$ cat config.mk
export PLATFORM = sky130hd
export DESIGN_NAME = gctr_cb_sequencer
export DESIGN_NICKNAME = d
export VERILOG_FILES = /design/src/rtl/gctr_cb_sequencer.sv
export SDC_FILE = /design/constraint.sdc
export NUM_CORES = 1
export LEC_CHECK = 0
export BUFFER_PORTS_ARGS = -buffer_cell sky130_fd_sc_hd__buf_2
export CAP_MARGIN = 20
export CORE_UTILIZATION = 44
export CTS_CLUSTER_SIZE = 12
export DETAILED_ROUTE_END_ITERATION = 8
export PLACE_DENSITY = 0.73
export SLEW_MARGIN = 20
export SYNTH_ARGS = -nofsm -noshare
export SYNTH_HDL_FRONTEND = slang
export SYNTH_SLANG_ARGS = --single-unit
$ cat constraint.sdc
create_clock -name clk -period 5.6 [get_ports clk]
set_clock_uncertainty 0.1 [all_clocks]
set_input_delay 0.28 -clock clk [delete_from_list [all_inputs] [get_ports clk]]
set_output_delay 0.28 -clock clk [all_outputs]
set_load 0.05 [all_outputs]
$ cat src/rtl/gctr_cb_sequencer.sv
// GCTR counter-block sequencer: streams inc_S counter blocks derived from J0 over valid/ready.
// Optional `GCTR_CB_J0_EMIT_EN: emit J0 itself ahead of the data blocks, flagged by cb_is_j0.
module gctr_cb_sequencer #(
    parameter int unsigned S          = 32,
    parameter int unsigned DATA_WIDTH = 128,
    parameter int unsigned CNT_WIDTH  = 32
) (
    input  logic                  clk,
    input  logic                  rst,
    input  logic                  start,
    input  logic [DATA_WIDTH-1:0] j0,
    input  logic [CNT_WIDTH-1:0]  num_blocks,
    input  logic                  abort,
    input  logic                  cb_ready,
    output logic                  cb_valid,
    output logic [DATA_WIDTH-1:0] cb_data,
    output logic                  cb_last,
`ifdef GCTR_CB_J0_EMIT_EN
    output logic                  cb_is_j0,
`endif
    output logic                  busy,
    output logic                  done
);

    typedef enum logic {IDLE, RUN} state_t;

    // Mask form avoids an empty upper slice when S == DATA_WIDTH.
    localparam logic [DATA_WIDTH-1:0] LOW_MASK =
        (S >= DATA_WIDTH) ? '1 : ((DATA_WIDTH'(1) << S) - DATA_WIDTH'(1));

    function automatic logic [DATA_WIDTH-1:0] inc_s(input logic [DATA_WIDTH-1:0] x);
        return (x & ~LOW_MASK) | ((x + DATA_WIDTH'(1)) & LOW_MASK);
    endfunction

    state_t               state;
    logic [CNT_WIDTH-1:0] remaining;

    always_ff @(posedge clk or posedge rst) begin
        if (rst) begin
            state     <= IDLE;
            cb_valid  <= 1'b0;
            cb_data   <= '0;
            cb_last   <= 1'b0;
            busy      <= 1'b0;
            done      <= 1'b0;
            remaining <= '0;
`ifdef GCTR_CB_J0_EMIT_EN
            cb_is_j0  <= 1'b0;
`endif
        end else begin
            done <= 1'b0;
            if (state == IDLE) begin
                if (start) begin
`ifdef GCTR_CB_J0_EMIT_EN
                    remaining <= num_blocks;
                    cb_data   <= j0;
                    cb_is_j0  <= 1'b1;
                    cb_last   <= (num_blocks == '0);
                    cb_valid  <= 1'b1;
                    busy      <= 1'b1;
                    state     <= RUN;
`else
                    if (num_blocks != '0) begin
                        remaining <= num_blocks;
                        cb_data   <= inc_s(j0);
                        cb_last   <= (num_blocks == CNT_WIDTH'(1));
                        cb_valid  <= 1'b1;
                        busy      <= 1'b1;
                        state     <= RUN;
                    end else begin
                        done <= 1'b1;
                    end
`endif
                end
            end else begin
                if (abort) begin
                    state     <= IDLE;
                    cb_valid  <= 1'b0;
                    cb_last   <= 1'b0;
                    busy      <= 1'b0;
                    remaining <= '0;
`ifdef GCTR_CB_J0_EMIT_EN
                    cb_is_j0  <= 1'b0;
`endif
                end else if (cb_ready) begin
                    if (cb_last) begin
                        state     <= IDLE;
                        cb_valid  <= 1'b0;
                        cb_last   <= 1'b0;
                        busy      <= 1'b0;
                        done      <= 1'b1;
                        remaining <= '0;
`ifdef GCTR_CB_J0_EMIT_EN
                        cb_is_j0  <= 1'b0;
`endif
                    end else begin
                        cb_data <= inc_s(cb_data);
`ifdef GCTR_CB_J0_EMIT_EN
                        // J0 does not consume a data-block count.
                        if (cb_is_j0) begin
                            cb_is_j0 <= 1'b0;
                            cb_last  <= (remaining == CNT_WIDTH'(1));
                        end else begin
                            remaining <= remaining - CNT_WIDTH'(1);
                            cb_last   <= (remaining == CNT_WIDTH'(2));
                        end
`else
                        remaining <= remaining - CNT_WIDTH'(1);
                        cb_last   <= (remaining == CNT_WIDTH'(2));
`endif
                    end
                end
            end
        end
    end

endmodule

==> impl_metrics.xml <==
<?xml version="1.0" encoding="UTF-8"?>
<metrics>
  <group name="outcome">
    <metric name="run_status" unit="">finished, final reports clean</metric>
  </group>
  <group name="placement">
    <metric name="gp_congestion" unit="">0.894</metric>
    <metric name="port_buffers" unit="">296</metric>
    <metric name="dp_hpwl" unit="µm">18100</metric>
    <metric name="place_area" unit="µm²">10100</metric>
    <metric name="place.detailed.instances" unit="">1542</metric>
  </group>
  <group name="timing">
    <metric name="worstMarginPinSlew" unit="ns">1.05</metric>
    <metric name="final_hold_viol_count" unit="">0</metric>
    <metric name="post_route_setup_tns" unit="ns">0</metric>
    <metric name="drv_slew" unit="">0</metric>
    <metric name="period_share" unit="%">59.7</metric>
    <metric name="fmaxAchievable" unit="GHz">0.299</metric>
    <metric name="report.final.setup_viol" unit="">0</metric>
    <metric name="grt_setup_unrepaired" unit="">no</metric>
    <metric name="max_slew_margin" unit="%">29.6</metric>
    <metric name="finalCriticalPeriod" unit="ns">3.34</metric>
  </group>
  <group name="global_routing">
    <metric name="grt_usage" unit="%">27.5</metric>
    <metric name="largest_net_degree_at_the_start_of_global_routing" unit="">101</metric>
    <metric name="overflow" unit="">0</metric>
    <metric name="grt_pass1_wl" unit="µm">43200</metric>
    <metric name="number_of_antenna_violations_at_the_first_check_in_global_routing" unit="">1</metric>
    <metric name="grt_pass1_vias" unit="">8605</metric>
  </group>
  <group name="clock_network">
    <metric name="tritoncts_clock_tree" unit="">built</metric>
    <metric name="ctsHtreeMaxLevel" unit="">4</metric>
    <metric name="cts_made_buffers" unit="">17</metric>
    <metric name="clock_transition_at_the_register_clock_pins_on_the_worst_setup_and_hold_paths_after_cts" unit="ns">0.07</metric>
    <metric name="cts_resized" unit="">0</metric>
    <metric name="clock_root_buffer" unit="">clkbuf_16</metric>
    <metric name="post_cts.repair.setup_buffers" unit="">0</metric>
    <metric name="clk_latency" unit="ns">0.43</metric>
    <metric name="numClockSinks" unit="">164</metric>
    <metric name="postCtsHoldBufs" unit="">97</metric>
    <metric name="cts-root-to-sink-buffers" unit="">2</metric>
  </group>
  <group name="detailed_routing">
    <metric name="drt-initial-drc-count" unit="">602</metric>
    <metric name="antenna_left" unit="">0</metric>
    <metric name="wl_met3" unit="µm">2080</metric>
    <metric name="highest-signal-layer" unit="">met4</metric>
    <metric name="detail_route.vias_per_cell" unit="">5.43</metric>
    <metric name="wirelength_met1" unit="µm">11300</metric>
    <metric name="wl_met2" unit="µm">13300</metric>
    <metric name="detailroute.via_count" unit="">9096</metric>
    <metric name="post-route-drc-count" unit="">0</metric>
    <metric name="avgRoutedWirePerCell" unit="µm">16.5</metric>
    <metric name="routed_wirelength" unit="µm">27600</metric>
    <metric name="first_pass_iters" unit="">5</metric>
  </group>
  <group name="floorplanning">
    <metric name="width_of_the_chip" unit="µm">141</metric>
    <metric name="design.die.area" unit="µm²">19900</metric>
    <metric name="core" unit="µm²">18800</metric>
    <metric name="initial_core_utilization" unit="%">45.2</metric>
    <metric name="placement_rows" unit="">50</metric>
    <metric name="boundaryPins" unit="">297</metric>
    <metric name="floorplan.die.height" unit="µm">141</metric>
  </group>
  <group name="worst_setup_path">
    <metric name="arrival_time_worst_endpoint" unit="ns">3.56</metric>
    <metric name="critPathCaptureType" unit="">register</metric>
    <metric name="nature_of_the_critical_path_startpoint" unit="">register</metric>
    <metric name="timing.critical_path.fanout_max" unit="">26</metric>
    <metric name="required" unit="ns">5.82</metric>
    <metric name="crit_type" unit="">reg -&gt; reg</metric>
  </group>
  <group name="synth">
    <metric name="number_of_enable_flip_flop_cells_after_synthesis" unit="">0</metric>
    <metric name="synth_async_sr_flop_share" unit="%">100</metric>
    <metric name="synth_sequential_area_ratio" unit="%">48.2</metric>
    <metric name="synth.ff_latch_count" unit="">164</metric>
    <metric name="syn_area_per_cell" unit="µm²">8.23</metric>
    <metric name="netlist_area_before_placement" unit="µm²">8510</metric>
    <metric name="yosysUniqueCellTypes" unit="">63</metric>
    <metric name="synthesis.instances" unit="">1034</metric>
    <metric name="yosysWarnings" unit="">0</metric>
    <metric name="synth_fp_nets" unit="">1203</metric>
    <metric name="postSynth.topFlopCell" unit="">dfrtp_1</metric>
  </group>
  <group name="run">
    <metric name="max_cap_viol_count" unit="">0</metric>
  </group>
  <group name="final_layout">
    <metric name="layout.cells.most_common_list" unit="">nand2_1 (349), buf_2 (296), dfrtp_1 (163), dlygate4sd3_1 (97)</metric>
    <metric name="postLayoutCoreUtil" unit="%">62.3</metric>
    <metric name="post_route_cells_drive_above_1_share" unit="%">25.5</metric>
    <metric name="finalNetCount" unit="">1569</metric>
    <metric name="area_growth_syn_to_layout" unit="%">37.8</metric>
    <metric name="finalInstanceArea" unit="µm²">11700</metric>
    <metric name="mostFrequentLayoutCell" unit="">nand2_1</metric>
    <metric name="stdcell_count" unit="">1674</metric>
  </group>
  <group name="pwr">
    <metric name="worst_ir_drop_vdd" unit="mV">0.304</metric>
    <metric name="p_leak" unit="nW">5.72</metric>
    <metric name="p_per_area" unit="nW/µm²">459</metric>
  </group>
  <group name="hold_path">
    <metric name="min_path_type" unit="">in -&gt; reg</metric>
  </group>
</metrics>
## routing by layer
| layer | up-vias | track usage [%] |
|---|---|---|
| met5 | - | 0 |
| met4 | 0 | 13.2 |
| met3 | 58 | 5.10 |
| met2 | 422 | 45.0 |
| met1 | 4293 | 35.3 |
| li1 | 4323 | - |
## final timing paths
kind,from,to,slack (ns),depth (start not counted)
max,cb_last$_DFFE_PP0P_,cb_data[14]$_DFFE_PP0N_,2.26,6
min,num_blocks[4],remaining[4]$_DFFE_PP0P_,0.03,2
max reg2reg,cb_last$_DFFE_PP0P_,cb_data[14]$_DFFE_PP0N_,2.26,6
min reg2reg,cb_data[69]$_DFFE_PP0P_,cb_data[69]$_DFFE_PP0P_,0.37,2
max in group asynchronous,rst,done$_DFF_PP0_,3.46,4
min in group asynchronous,rst,cb_data[49]$_DFFE_PP0P_,0.47,3
## stage by stage
stage	setup slack, ns	total power [mW]	hold slack (ns)
final	2.26	5.38	0.0268
after global routing	2.05	5.66	0.0269
after CTS	2.34	5.36	0.00935
after detailed placement	2.18	4.17	0.357
after global placement	2.23	4.14	0.352
after floorplan	0.787	3.55	0.278
## cell families after synthesis
| kind of cell | count (synthesis) | synth area share (%) |
|---|---|---|
| flops | 164 | 48.2 |
| buf+inv | 66 | 3.35 |
| compound gates | 218 | 15.4 |
| fa+ha+maj | 4 | 0.588 |
| xor+xnor | 27 | 2.78 |
| mux | 5 | 0.603 |
| simple gates | 550 | 29.1 |
## final cells by class
| class | count | area [µm²] |
|---|---|---|
| Antenna cell | 1 | 2.50 |
| Clock buffer | 18 | 429 |
| Clock inverter | 14 | 134 |
| Fill cell | 1559 | 7110 |
| Inverter | 12 | 50.0 |
| Multi-Input combinational cell | 804 | 4130 |
| Sequential cell | 164 | 4110 |
| Tap cell | 260 | 325 |
| Timing Repair Buffer | 401 | 2540 |
## Yosys cell counts, drive strengths merged, types with 3 or more instances
| cell type | instances | area (µm²) |
|---|---|---|
| o2bb2ai | 3 | 26.3 |
| nand4 | 15 | 93.8 |
| o32ai | 3 | 26.3 |
| a32oi | 5 | 43.8 |
| nand2b | 6 | 37.5 |
| nor4 | 19 | 153 |
| a211oi | 3 | 22.5 |
| nand2 | 351 | 1320 |
| xor2 | 10 | 87.6 |
| o31ai | 4 | 30.0 |
| a22oi | 12 | 90.1 |
| a31oi | 4 | 25.0 |
| or3 | 10 | 72.6 |
| or4 | 9 | 82.6 |
| o22ai | 14 | 87.6 |
| nor2 | 47 | 176 |
| nand3 | 35 | 175 |
| and3 | 9 | 56.3 |
| xnor2 | 17 | 149 |
| and2 | 4 | 25.0 |
| and4 | 6 | 52.6 |
| buf | 19 | 106 |
| a21boi | 3 | 26.3 |
| a21oi | 68 | 340 |
| clkbuf | 35 | 134 |
| nor3 | 29 | 145 |
| ha | 4 | 50.1 |
| o21ai | 76 | 384 |
| a22o | 7 | 61.3 |
| mux2i | 4 | 40.0 |
| dfrtp | 164 | 4100 |
| inv | 12 | 45.0 |
## registers in the layout, summed over array words and instances, names as in the netlist
| name | count |
|---|---|
| busy | 1 |
| cb_data | 128 |
| cb_last | 1 |
| done | 1 |
| remaining | 32 |
| state | 1 |
## critical path, stage by stage, from the launching register on
cell and delay (ns):
dfrtp_1 0.46, nor3b_2 0.87, a21oi_1 0.44, a21oi_2 0.70, buf_4 0.40, nor2_1 0.07, a221oi_1 0.21
## power by group
part           switching, mW  total, mW  internal, mW  leakage, nW
logic                   1.76       2.38         0.619         3.46
clock network          0.542       1.13         0.591        0.273
registers              0.335       1.87          1.53         1.99
No activity file was read; power rests on OpenSTA's default activity.
